## src/rtl/sobel_line_buf_if.sv

```systemverilog
// ---------------------------------------------------------------------------
// sobel_line_buf_if
//   Bundles the pixel-stream input and the three-tap output of sobel_line_buf.
//   The master side drives the raster stream and receives the taps.
//   The slave side is the line buffer itself.
//
//   Signals
//     pix_i        DW  input pixel, raster order
//     done_i       1   pix_i valid this cycle (low = stall)
//     d0_o         DW  pixel at (r-2, c)
//     d1_o         DW  pixel at (r-1, c)
//     d2_o         DW  pixel at (r, c)
//     done_o       1   taps valid, one pulse per accepted pixel past warm-up
//     frame_end_o  1   last tap of the frame (only with SOBEL_LB_FRAME_END_EN)
//
//   Optional feature macro: SOBEL_LB_FRAME_END_EN
// ---------------------------------------------------------------------------
interface sobel_line_buf_if #(
    parameter int DW = 8
);
    logic [DW-1:0] pix_i;
    logic          done_i;
    logic [DW-1:0] d0_o;
    logic [DW-1:0] d1_o;
    logic [DW-1:0] d2_o;
    logic          done_o;
`ifdef SOBEL_LB_FRAME_END_EN
    logic          frame_end_o;

    modport master (
        output pix_i, done_i,
        input  d0_o, d1_o, d2_o, done_o, frame_end_o
    );

    modport slave (
        input  pix_i, done_i,
        output d0_o, d1_o, d2_o, done_o, frame_end_o
    );
`else
    modport master (
        output pix_i, done_i,
        input  d0_o, d1_o, d2_o, done_o
    );

    modport slave (
        input  pix_i, done_i,
        output d0_o, d1_o, d2_o, done_o
    );
`endif
endinterface

```

## src/rtl/sobel_line_buf.sv

```systemverilog
// ---------------------------------------------------------------------------
// sobel_line_buf
//   Front end of the Sobel datapath. Accepts one pixel per beat in raster
//   order and emits three vertically aligned taps per column:
//   d0_o = row r-2, d1_o = row r-1, d2_o = row r. Two COLS-deep line
//   memories hold the two previous rows. A column/row counter tracks the
//   raster position so the first two rows of each frame act as warm-up.
//
//   Parameters
//     ROWS  image height in lines (>= 3)
//     COLS  image width in pixels (>= 1)
//     DW    pixel width in bits
//
//   Ports
//     clk   system clock, rising edge
//     rst   synchronous, active-high reset
//     bus   sobel_line_buf_if slave modport (pix_i/done_i in,
//           d0_o/d1_o/d2_o/done_o out, frame_end_o when enabled)
//
//   Optional feature macro: SOBEL_LB_FRAME_END_EN
//     When defined, frame_end_o pulses with done_o for the beat accepted at
//     (ROWS-1, COLS-1) so downstream can flush its window pipeline.
// ---------------------------------------------------------------------------
module sobel_line_buf #(
    parameter int ROWS = 5,
    parameter int COLS = 6,
    parameter int DW   = 8
) (
    input  logic             clk,
    input  logic             rst,
    sobel_line_buf_if.slave  bus
);

    // A single-column image still needs a one-bit column counter.
    localparam int CW = (COLS > 1) ? $clog2(COLS) : 1;
    localparam int RW = $clog2(ROWS);

    localparam logic [CW-1:0] COL_LAST  = CW'(COLS - 1);
    localparam logic [RW-1:0] ROW_LAST  = RW'(ROWS - 1);
    localparam logic [RW-1:0] ROW_FIRST_LIVE = RW'(2);

    logic [CW-1:0] col;
    logic [RW-1:0] row;

    logic [DW-1:0] lb0 [COLS];
    logic [DW-1:0] lb1 [COLS];

    logic accept;
    logic col_last;
    logic row_last;
    logic row_live;

    assign accept   = bus.done_i;
    assign col_last = (col == COL_LAST);
    assign row_last = (row == ROW_LAST);
    assign row_live = (row >= ROW_FIRST_LIVE);

    // Raster position. Column wraps into the next row; the row wrap starts a
    // new frame, which restarts warm-up without needing an idle cycle.
    always_ff @(posedge clk) begin
        if (rst) begin
            col <= '0;
            row <= '0;
        end else if (accept) begin
            if (col_last) begin
                col <= '0;
                row <= row_last ? '0 : row + RW'(1);
            end else begin
                col <= col + CW'(1);
            end
        end
    end

    // Line memories shift one row down per accepted pixel. They are never
    // cleared: warm-up rows keep stale contents from reaching done_o.
    always_ff @(posedge clk) begin
        if (!rst && accept) begin
            lb0[col] <= lb1[col];
            lb1[col] <= bus.pix_i;
        end
    end

    // Output taps use the pre-write memory values, giving d0 = r-2 and
    // d1 = r-1. During a stall the taps hold and done_o drops.
    always_ff @(posedge clk) begin
        if (rst) begin
            bus.d0_o   <= '0;
            bus.d1_o   <= '0;
            bus.d2_o   <= '0;
            bus.done_o <= 1'b0;
        end else begin
            bus.done_o <= accept && row_live;
            if (accept) begin
                bus.d0_o <= lb0[col];
                bus.d1_o <= lb1[col];
                bus.d2_o <= bus.pix_i;
            end
        end
    end

`ifdef SOBEL_LB_FRAME_END_EN
    // Marks the tap produced by the last pixel of the frame.
    always_ff @(posedge clk) begin
        if (rst) begin
            bus.frame_end_o <= 1'b0;
        end else begin
            bus.frame_end_o <= accept && row_last && col_last;
        end
    end
`endif

endmodule

```

## src/flat_wrapper.sv

```systemverilog
// flat-port wrapper written by rule: the top's interface ports become plain ports
module sobel_line_buf_flat 
#(
    parameter int ROWS = 5,
    parameter int COLS = 6,
    parameter int DW   = 8
)
  (clk, rst, bus_pix_i, bus_done_i, bus_d0_o, bus_d1_o, bus_d2_o, bus_done_o);
  sobel_line_buf_if #(.DW(DW)) bus_i ();
  input  logic clk;
  input  logic rst;
  input wire logic [$bits(bus_i.pix_i)-1:0] bus_pix_i;
  input wire logic [$bits(bus_i.done_i)-1:0] bus_done_i;
  output wire logic [$bits(bus_i.d0_o)-1:0] bus_d0_o;
  output wire logic [$bits(bus_i.d1_o)-1:0] bus_d1_o;
  output wire logic [$bits(bus_i.d2_o)-1:0] bus_d2_o;
  output wire logic [$bits(bus_i.done_o)-1:0] bus_done_o;
  assign bus_i.pix_i = bus_pix_i;
  assign bus_i.done_i = bus_done_i;
  assign bus_d0_o = bus_i.d0_o;
  assign bus_d1_o = bus_i.d1_o;
  assign bus_d2_o = bus_i.d2_o;
  assign bus_done_o = bus_i.done_o;
  sobel_line_buf #(.ROWS(ROWS), .COLS(COLS), .DW(DW)) u_core (.clk(clk), .rst(rst), .bus(bus_i));
endmodule
```

## config.mk

```make
export PLATFORM = sky130hd
export DESIGN_NAME = sobel_line_buf_flat
export DESIGN_NICKNAME = d
export VERILOG_FILES = /design/src/rtl/sobel_line_buf_if.sv /design/src/rtl/sobel_line_buf.sv /design/src/flat_wrapper.sv
export SDC_FILE = /design/constraint.sdc
export NUM_CORES = 1
export LEC_CHECK = 0
export ABC_AREA = 1
export CORE_MARGIN = 2
export CORE_UTILIZATION = 50
export CTS_CLUSTER_DIAMETER = 30
export CTS_CLUSTER_SIZE = 14
export DETAILED_ROUTE_END_ITERATION = 8
export PLACE_DENSITY = 0.82
export SLEW_MARGIN = 20
export SYNTH_ARGS = -nofsm -noshare
export SYNTH_HDL_FRONTEND = slang
export SYNTH_SLANG_ARGS = --single-unit
```

## constraint.sdc

```tcl
create_clock -name clk -period 3.35 [get_ports clk]
set_clock_uncertainty 0.1 [all_clocks]
set_input_delay 0.335 -clock clk [delete_from_list [all_inputs] [get_ports clk]]
set_output_delay 0.335 -clock clk [all_outputs]
set_load 0.005 [all_outputs]
```

## Yosys cells after proc, flatten, opt, wreduce, memory -nomap -nowiden

Memory sizes are Yosys's and may differ from the RTL's. A register that Yosys moved wholly into a read port is not among the register bits.
Cells that the tools add are included.

- Register bits after elaboration: 23
- RAM bits: 96
- Output and inout bits: 25
- Word-level logic and storage cells: 22
- Memories kept: 2

Memories:

| memory | words | width | read ports | clocked after memory_dff | write ports | RTL line | text |
|---|---|---|---|---|---|---|---|
| u_core.lb0 | 6 | 8 | 1 | 1 | 1 | sobel_line_buf.sv:45 | `logic [DW-1:0] lb0 [COLS];` |
| u_core.lb1 | 6 | 8 | 1 | 1 | 1 | sobel_line_buf.sv:46 | `logic [DW-1:0] lb1 [COLS];` |

- Add/subtract/negate cells: 2
- Magnitude comparators: 1
- Equality and inequality tests: 2
- Mux-type cells: 6
- Reduce and logical (&&, ||, !) cells: 4

Operator list:

| kind | count |
|---|---|
| $mux W3 | 4 |
| $add A3 B1 Y3 const B | 2 |
| $eq A3 B3 Y1 const B | 2 |
| $ge A3 B2 Y1 const B | 1 |
| $logic_and A1 B1 Y1 | 2 |
| $mux W1 | 2 |
| $reduce_and A2 Y1 | 1 |
| $logic_not A1 Y1 | 1 |

## Depth between registers and ports, before layout

- Depth after elaboration: 4
- Mapped depth: 9

## Worst setup path after synthesis

OpenSTA, ideal clock, no wires.

- Path kind: register to register
- Start: register u_core.col[0]
- End: memory u_core.lb0[4][0], enable pin
- Library setup time: 409 ps
- Data arrival time: 1,905 ps
- Required time: 2,841 ps
- Path slack: 935 ps
- Cell stages (with the launch flop): 6
- Period minus slack after synthesis: 2,415 ps
- Cells stage by stage: dfxtp_1 > buf_6 > inv_2 > buf_2 > nand2_1 > nor3_1

RTL lines:

| what | RTL line | text |
|---|---|---|
| start, declared | sobel_line_buf.sv:42 | `logic [CW-1:0] col;` |
| start signal, assigned | sobel_line_buf.sv:69 | `col <= col + CW'(1);` |
| end, declared | sobel_line_buf.sv:45 |  |

No word-level cell before the write port.

## Final worst setup path

- Start: register u_core.col[2]
- End: memory u_core.lb0[5][1], enable pin

No word-level cell before the write port.

==> run metrics <==
clock slew at reported path FFs=0.06 ns; area share of xor/xnor cells in the synthesized design=0%; DRT antenna net count=0; Die X-Extent=104 um; Congestion Overflow GR=0; Area Overhead vs Synth=20.6%; total core area=slightly below 10000 um2; P per Cell Area=631 nW/um2; max-cap violation count=0; Total GRT Usage=21.4%; multiplexer area fraction after synthesis=0%; final setup vio count=0; Max-slew headroom=63.7%; Post-Route WL=11.2 mm; Hold Violations, Final=0; Skew-Pair Late Insertion Delay=0.51 ns; Slew @ Worst Pin=0.544 ns; H-tree levels=4; Netlist Area Pre-Place=5040 um2; required time worst endpoint=3.45 ns; CTS tree=yes; row cnt=36; Detail Placement HPWL=approximately 7.2 mm; Residual DRC=0; Die H=104 um; arrival time worst endpoint=2.08 ns; Synth cell types=24; CTS sink count=130; max-slew violations=0; vias per cell=5.54; area leader, netlist=edfxtp_1; clk buf depth=2; DP Area=5510 um2; post-DR wirelength/cell=17.8 um; initial antenna violation count=0; crit path launch type=register; crit-path leading delay family=flip-flops; Num CTS Buffers=17; Post-Route Setup TNS=0 ns; GP Congestion=0.919; # IOs=36; CP bufs+invs=2; Post-Layout Inst Area=about 6100 um2; Simple-Gate Fraction of Synth Area=16.7%; Final min period=between 1.5 and 2 ns; RSZ-0062 raised after global routing=no; HP Start=u_core.bus.d0_o[2]$_SDFFE_PP0P_; leakage=between 2 and 2.5 nW; sequential fraction of the synthesis area=70.7%; die area=10900 um2; Setup crit end kind=register; crit share post-route=59.1%; R2R Path Start=u_core.col[2]$_SDFFE_PP0P_; Worst Setup Path Type=reg2reg; vias=3496; area fraction of the dominant cell type after synthesis=57.2%; FMAX=about 510 MHz; largest net degree at the start of global routing=42; CTS root buffer=clkbuf_8; ANT cells=0; First DRT Iteration DRCs=320; async set-reset flop share out of synthesis=0%; Post-synth EDFFs=96; ys flop type=edfxtp_1; largest family of logic cells by synthesized area=simple AND/OR/NAND/NOR gates; Max stage delay on crit path=0.61 ns; syn avg cell area=about 11 um2; Yosys reg bits=130; Initial Utilization=51.5%; worst setup path start=u_core.col[2]$_SDFFE_PP0P_; CP most frequent cell=nor2_1; Synth Area in Compound Gates=7.25%; vias in the first global route=3350; share of cells above drive strength 1=11.0%; status=completed; First-pass DRT Iterations=5; Hold-fix buffers, CTS=0; synth top area cells=edfxtp_1, dfxtp_1, nor2_1; worst-path maximum fanout=16; cell chain of the critical path=inv_1 > nor2_1 > nand2_2 > nor2_1 > buf_4; Synth Area in Adders=less than 1%; Max IR drop VDD=roughly 0.34 mV; final hold slack=0.409 ns; yosys synthesis warning count=0; Mapped Nets=453; HP Class=reg2reg; CTS resizes=0; Final #Nets=499; Port Buf Inserts=35; CP max stage cell=dfxtp_1; cells after synthesis=439; # Post-CTS Setup Buffers=0; first-pass GRT wire length=between 15 and 20 mm
==> per-stage QoR <==
stage	std cells	setup WS, ns	util [%]	power, W
after floorplan	439	0.935	-	0.00201
after global placement	599	1.11	56.4	0.00213
after detailed placement	599	1.03	56.4	0.00214
after CTS	631	1.41	62.1	0.00385
after global routing	631	1.27	62.1	0.00395
final	631	1.37	62.1	0.00383
==> registers in the layout, summed over array words and instances, names as in the netlist, named ones only <==
name / count
u_core.row: 3
u_core.col: 3
u_core.lb0: 48
u_core.bus.done_o: 1
u_core.bus.d1_o: 8
u_core.lb1: 48
u_core.bus.d0_o: 8
u_core.bus.d2_o: 8
==> cells in the mapped netlist, types with 4 or more instances <==
cell	n
inv_1	21
or2_0	7
or2_2	7
buf_2	4
nand3_1	32
o211ai_1	15
nor2_1	83
nand2_1	62
clkbuf_1	6
dfxtp_1	34
edfxtp_1	96
buf_4	4
buf_6	6
o21ai_0	42
a21oi_1	4
==> power by group <==
group | total, W | internal [W] | switching [W]
Sequential | 0.00182 | 0.00180 | 0.0000268
Combinational | 0.000287 | 0.000108 | 0.000179
Clock | 0.00172 | 0.00105 | 0.000675
Total | 0.00383 | 0.00295 | 0.000881
==> worst paths after layout <==
| kind | end | slack, ns | cells after the start |
|---|---|---|---|
| worst min-delay path | u_core.bus.d0_o[2]$_SDFFE_PP0P_ | 0.41 | 2 |
| worst max-delay path | u_core.lb0[5][1]$_DFFE_PP_ | 1.37 | 5 |
| worst min register to register | u_core.bus.d0_o[2]$_SDFFE_PP0P_ | 0.41 | 2 |
| worst max register to register | u_core.lb0[5][1]$_DFFE_PP_ | 1.37 | 5 |
==> placed cells by master (no fill, tap or decap) <==
master	count
a21oi_1	4
buf_4	12
bufinv_16	1
clkbuf_1	2
clkbuf_16	17
clkbuf_8	2
clkdlybuf4s50_1	35
clkinv_2	2
clkinv_4	3
clkinvlp_4	4
dfxtp_1	34
edfxtp_1	96
ha_1	3
inv_1	21
inv_2	1
inv_4	1
inv_6	1
nand2_1	62
nand2_2	1
nand3_1	32
nand4_1	1
nor2_1	83
nor2_4	2
nor3_1	2
nor3_2	1
o211ai_1	15
o21ai_0	42
o21ai_1	2
o22ai_1	2
or2_0	7
or2_2	7
==> routing by layer <==
metal	up-vias	share of wire [%]	track usage, %	routed length (um)
li1	1605	-	-	-
met1	1666	36	23.9	4050
met2	186	53	38.1	5980
met3	39	7.6	5.76	857
met4	0	2.9	9.65	325
met5	-	0	0	0
==> cell type report <==
cell class | instances | area [um2]
well taps | 133 | 166
clock buffers | 21 | 460
repair buffers | 47 | 440
fillers | 723 | 3700
flip-flops and latches | 130 | 3560
multi-input cells | 266 | 1250
inverters | 23 | 88.8
clock inverters | 11 | 105
==> logic make-up (layout without fill, tap and decap cells) <==
kind of cell | count (synthesis) | count (layout)
adder cells (fa/ha/maj) | 3 | 3
buffers and inverters | 43 | 102
AND/OR/NAND/NOR | 198 | 198
flip-flops | 130 | 130
AO/OA/AOI/OAI | 65 | 65
==> worst min-delay path, stage by stage, from the launching register on <==
cell and delay, ns:
dfxtp_1 0.32, o21ai_0 0.07, nor2_1 0.09
No activity file was read; power rests on OpenSTA's default activity.
